[src/rtl/router_out_reader.sv]
// Drain engine for one router output port: reads a packet out of the port FIFO, forwards the
// payload under sink backpressure, and reports parity/address status or a soft-reset abort.
module router_out_reader #(
    parameter logic [1:0]  DEST_ADDR   = 2'b00,
    parameter int unsigned START_DELAY = 4
) (
    input  logic       clk,
    input  logic       reset,
    input  logic       vld_out,
    input  logic [7:0] data_out,
    input  logic       soft_reset,
    input  logic       sink_ready,
    output logic       read_enb,
    output logic       out_valid,
    output logic [7:0] out_data,
    output logic       out_last,
    output logic       pkt_done,
    output logic [5:0] pkt_len,
    output logic       parity_err,
    output logic       addr_err,
    output logic       pkt_abort,
    output logic       busy
);

    typedef enum logic [2:0] {
        StIdle,
        StDelay,
        StHdrRd,
        StHdrCap,
        StBody,
        StDone
    } state_e;

    localparam logic [4:0] DelayLast = (START_DELAY == 0) ? 5'd0 : 5'(START_DELAY - 1);

    state_e     state_q, state_d;
    logic [4:0] delay_q;
    logic [6:0] issue_q;
    logic [6:0] cap_q;
    logic       rd_q;
    logic [7:0] hdr_q;
    logic [7:0] xor_q;
    logic       cap_payload;
    logic       cap_parity;

    // rd_q marks the cycle in which data_out holds the byte read one cycle earlier
    assign cap_payload = (state_q == StBody) && rd_q && (cap_q > 7'd1);
    assign cap_parity  = (state_q == StBody) && rd_q && (cap_q == 7'd1);

    always_ff @(posedge clk) begin
        if (reset) begin
            state_q <= StIdle;
        end else begin
            state_q <= state_d;
        end
    end

    always_comb begin
        state_d = state_q;
        unique case (state_q)
            StIdle: begin
                if (vld_out) begin
                    state_d = (START_DELAY == 0) ? StHdrRd : StDelay;
                end
            end
            StDelay: begin
                if (delay_q == DelayLast) begin
                    state_d = StHdrRd;
                end
            end
            StHdrRd:  state_d = StHdrCap;
            StHdrCap: state_d = StBody;
            StBody: begin
                if (cap_parity) begin
                    state_d = StDone;
                end
            end
            StDone:   state_d = StIdle;
            default:  state_d = StIdle;
        endcase
        if (soft_reset) begin
            state_d = StIdle;
        end
    end

    always_comb begin
        read_enb = 1'b0;
        unique case (state_q)
            StHdrRd: read_enb = 1'b1;
            StBody:  read_enb = (issue_q != 7'd0) && vld_out && sink_ready;
            default: read_enb = 1'b0;
        endcase
        if (soft_reset) begin
            read_enb = 1'b0;
        end
        busy     = (state_q != StIdle);
        pkt_done = (state_q == StDone);
    end

    always_ff @(posedge clk) begin
        if (reset) begin
            delay_q    <= 5'd0;
            issue_q    <= 7'd0;
            cap_q      <= 7'd0;
            rd_q       <= 1'b0;
            hdr_q      <= 8'd0;
            xor_q      <= 8'd0;
            out_valid  <= 1'b0;
            out_data   <= 8'd0;
            out_last   <= 1'b0;
            pkt_len    <= 6'd0;
            parity_err <= 1'b0;
            addr_err   <= 1'b0;
            pkt_abort  <= 1'b0;
        end else begin
            rd_q      <= read_enb;
            pkt_abort <= soft_reset && (state_q != StIdle);
            out_valid <= 1'b0;
            out_last  <= 1'b0;
            if (soft_reset) begin
                delay_q <= 5'd0;
                issue_q <= 7'd0;
                cap_q   <= 7'd0;
            end else begin
                delay_q <= (state_q == StDelay) ? delay_q + 5'd1 : 5'd0;
                if (state_q == StHdrCap) begin
                    hdr_q   <= data_out;
                    xor_q   <= data_out;
                    issue_q <= {1'b0, data_out[7:2]} + 7'd1;
                    cap_q   <= {1'b0, data_out[7:2]} + 7'd1;
                end
                if ((state_q == StBody) && read_enb) begin
                    issue_q <= issue_q - 7'd1;
                end
                if ((state_q == StBody) && rd_q) begin
                    cap_q <= cap_q - 7'd1;
                end
                if (cap_payload) begin
                    out_valid <= 1'b1;
                    out_data  <= data_out;
                    out_last  <= (cap_q == 7'd2);
                    xor_q     <= xor_q ^ data_out;
                end
                if (cap_parity) begin
                    pkt_len    <= hdr_q[7:2];
                    parity_err <= (xor_q != data_out);
                    addr_err   <= (hdr_q[1:0] != DEST_ADDR);
                end
            end
        end
    end

endmodule

[config.mk]
export PLATFORM = sky130hd
export DESIGN_NAME = router_out_reader
export DESIGN_NICKNAME = d
export VERILOG_FILES = /design/src/rtl/router_out_reader.sv
export SDC_FILE = /design/constraint.sdc
export NUM_CORES = 1
export LEC_CHECK = 0
export ABC_AREA = 1
export ABC_CLOCK_PERIOD_IN_PS = 5400
export CAP_MARGIN = 20
export CELL_PAD_IN_SITES_DETAIL_PLACEMENT = 0
export CELL_PAD_IN_SITES_GLOBAL_PLACEMENT = 1
export CORE_UTILIZATION = 40
export CTS_CLUSTER_SIZE = 30
export DETAILED_ROUTE_END_ITERATION = 10
export PLACE_DENSITY_LB_ADDON = 0.2
export SYNTH_ARGS = -nofsm -noshare
export SYNTH_HDL_FRONTEND = slang
export SYNTH_SLANG_ARGS = --single-unit
[constraint.sdc]
create_clock -name clk -period 5.4 [get_ports clk]
set_clock_uncertainty 0.15 [all_clocks]
set_input_delay 0.81 -clock clk [delete_from_list [all_inputs] [get_ports clk]]
set_output_delay 0.81 -clock clk [all_outputs]
set_load 0.01 [all_outputs]
==> results.md <==
| Parameter | Reported | Unit |
| --- | --- | --- |
| Outcome | finished clean | - |
| CP Cell Sequence | clkdlybuf4s50_1 -> clkinv_1 -> nand2_1 -> inv_1 -> clkdlybuf4s50_1 | - |
| Total routing usage reported by global routing | 20.25 | % |
| Cell repeated most along the worst path | clkdlybuf4s50_1 | - |
| Cell class contributing the biggest share of worst-path delay | buffers and inverters | - |
| Number of distinct library cells after synthesis | 34 | - |
| RSZ-0062 raised after global routing | false | - |
| Starting density of the core | 41.85 | % |
| DIE AREA | 0.007489 | sq mm |
| Power share of the clock group | 48.4 | % |
| Area grow syn2layout | 21.40 | % |
| Number of clock sinks | 58 | - |
| Average detailed-routed wire length per instance | 13.02 | um |
| Share of the clock period used by the worst path after layout | 65.50 | % |
| Final Hold Viols | 0 | - |
| Critical-path maximum fanout | 17 | - |
| Number of antenna-violating nets in the routed design | 0 | - |
| Number of enable flip-flop cells after synthesis | 0 | - |
| Post-synthesis cell count | 410 | - |
| DPL Wire Length | 4937 | um |
| Vias | 2,659 | - |
| Capturing element type of the critical path | output pin | - |
| Final wirelength | 7033 | um |
| Final Max Slew Viols | 0 | - |
| Via count of the first global-routing pass | 2,497 | - |
| Part of the power in combinational logic | 6.0 | % |
| Largest net degree at the start of global routing | 19 | - |
| Sw Share | 24.67 | % |
| Global-route congestion overflow total | 0 | - |
| Crit path launch type | primary input | - |
| Crit path max-delay cell type | clkdlybuf4s50_1 | - |
| Shortest clock period the worst path allows after layout | 3.537 | ns |
| Wire length of the first global-routing pass | 11,560 | um |
| Synthesis warning total | 0 | - |
| Static leakage | 0.001476 | uW |
| Library cell used as clock root buffer | clkbuf_8 | - |
| Number of max-cap violations | 0 | - |
| Count of instances resized after the clock tree is built | 0 | - |
| Drt drc | 0 | - |
| Fin nets | 458 | - |
| Most numerous cell types in the synthesized netlist | 85 x nand2_1, 65 x nor2_1, 58 x dfxtp_1, 37 x inv_1, 32 x a21oi_1 | - |
| Number of CTS-inserted buffers | 9 | - |
| Number of buffer and inverter stages on the critical path | 4 | - |
| Number of fill cells | 730 | - |
| P_int | 713.9 | uW |
| Routability congestion estimate | 0.8060 | - |
| Post-Synthesis Cell Area | 0.002859 | sq mm |
| Vias per Instance | 4.924 | - |
| Kind of critical path | primary input to output pin | - |
| CTS H-tree depth | 3 | - |
| Die span in y | 86.54 | um |
| Row Count | 30 | - |
| Antenna violations before repair | 0 | - |
| Area taken by flip-flops and latches | 0.001161 | sq mm |
| Crit-path max cell delay | 0.53 | ns |
| Sequential Power Share | 45.7 | % |
| Total inserted antenna cells | 0 | - |
| Top cells by area in the synthesized netlist | dfxtp_1 41%, nand2_1 11%, nor2_1 8.5% | - |
| DR pass1 iterations | 5 | - |
| Arr. time, crit path | 2.58 | ns |
| Ys flop type | dfxtp_1 | - |
| Clock latency reported for the late side of the worst-skew pair | 0.35 | ns |
| Initial DRC Count | 95 | - |
| Clock slew at reported path FFs | 0.08 | ns |
| Setup bufs post-CTS | 0 | - |
| Worst min-delay path class | register to register | - |
| Hold-fix buffers at CTS | 0 | - |
| Max frequency | 282.7 | MHz |
| Core box area | 0.006832 | sq mm |
| Syn avg cell area | 6.973 | sq um |
| Flip-flop and latch count after synthesis | 58 | - |
| Peak VDD IR | 151.1 | uV |
| Cell accounting for the most synthesized area | dfxtp_1 | - |
| Fraction of synthesis flops using an asynchronous set or reset pin | 0 | % |
| Final-report setup violation count | 0 | - |
| Sequential area share after synthesis | 40.61 | % |
| Synth Net Count | 429 | - |
| Fraction of layout instances using a drive strength above 1 | 5.405 | % |
| Most repeated cell in the gate-level netlist after synthesis | nand2_1 | - |
| Transition time at the pin with the least slew margin | 0.7143 | ns |
| Post-Place Cells | 524 | - |
| WP data required | 4.44 | ns |
| Setup_tns | 0 | ns |
| CTS max path bufs | 2 | - |
| Switching power summed over all nets | 233.8 | uW |
| Port Buf Inserts | 34 | - |
| PwrDens | 273.0 | mW/mm^2 |
| Number of standard cells in the final layout excluding fillers | 540 | - |
| Yosys top cell area share | 40.61 | % |
| Die extent in x | 86.54 | um |
| CTS tree | yes | - |
| Worst-case headroom to the max-slew limit | 52.20 | % |
| Top Ports | 35 | - |
| Multi-input combinational cell area | 0.001476 | sq mm |
routing by layer:
metal | wire (um) | track usage (%) | up-vias
li1 | - | - | 1391
met2 | 3265 | 33.41 | 54
met5 | 0 | 0 | -
met3 | 259 | 3.524 | 9
met1 | 3417 | 25.74 | 1205
met4 | 90 | 9.545 | 0
flip-flops by register name, indices dropped and copies added, names as in the netlist:
| register | count |
|---|---|
| hdr_q | 8 |
| out_data | 8 |
| xor_q | 8 |
| cap_q | 7 |
| issue_q | 7 |
| pkt_len | 6 |
| delay_q | 5 |
| state_q | 3 |
| addr_err | 1 |
| out_last | 1 |
| out_valid | 1 |
| parity_err | 1 |
| pkt_abort | 1 |
| rd_q | 1 |
worst register-to-register path, delay by kind of cell, from the launching register on:
kind | cells | cell delay (ns)
and+or+nand+nor | 5 | 1.41
buffers and inverters | 2 | 0.49
DFF | 1 | 0.35
cell type report:
| type | instances | area share, % |
|---|---|---|
| multi-input combinational | 297 | 42.54 |
| sequential | 58 | 33.45 |
| timing repair buffer | 34 | 9.805 |
| inverter | 39 | 4.254 |
| clock buffer | 9 | 3.569 |
| tap | 96 | 3.461 |
| clock inverter | 7 | 2.920 |
final timing paths:
check                                start    endpoint  slack, ns  cells after the start
worst min-delay path            delay_q[0]  delay_q[0]       0.30                      1
worst min register to register  delay_q[0]  delay_q[0]       0.30                      1
worst max-delay path            soft_reset    read_enb       1.86                      5
worst max register to register  state_q[2]    xor_q[7]       2.94                      7
placed cells by master, fill, tap and decap left out, types with 3 or more instances in the layout:
master	netlist	layout
nand2_1	85	85
nor2_1	65	65
dfxtp_1	58	58
inv_1	37	37
clkdlybuf4s50_1	0	34
a21oi_1	32	32
nand3_1	27	27
o21ai_0	27	27
xor2_1	11	11
nand3b_1	9	9
clkbuf_8	0	9
nor3_1	7	7
nand4_1	7	7
ha_1	6	6
xnor2_1	3	3
power by group through the flow:
stage	clock, uW	combinational (uW)	sequential (uW)
after global placement	0	56.3	443
final	459	56.4	433
after CTS	467	56.6	433
after detailed placement	0	56.5	443
after global routing	485	63.3	433
after floorplan	0	33.5	442
logic make-up after synthesis:
group / after synthesis / share of synthesized area [%]
xor+xnor: 14 / 4.289
fa+ha+maj: 6 / 2.626
buf+inv: 55 / 7.746
flops: 58 / 40.61
compound gates: 69 / 12.78
simple gates: 208 / 31.95
metrics by stage:
stage	utilization [%]	area, sq um	total power (uW)	hold slack [ns]	setup slack (ns)
after CTS	50.81	3471	955.9	0.3113	1.871
final	50.81	3471	947.7	0.3030	1.863
after global placement	47.51	3246	498.9	0.2810	1.913
after global routing	50.81	3471	981.7	0.3355	1.764
after detailed placement	47.51	3246	499.2	0.3005	1.878
after floorplan	-	2859	475.8	0.2675	3.178
Note: power is estimated with default switching activity, not from simulation.
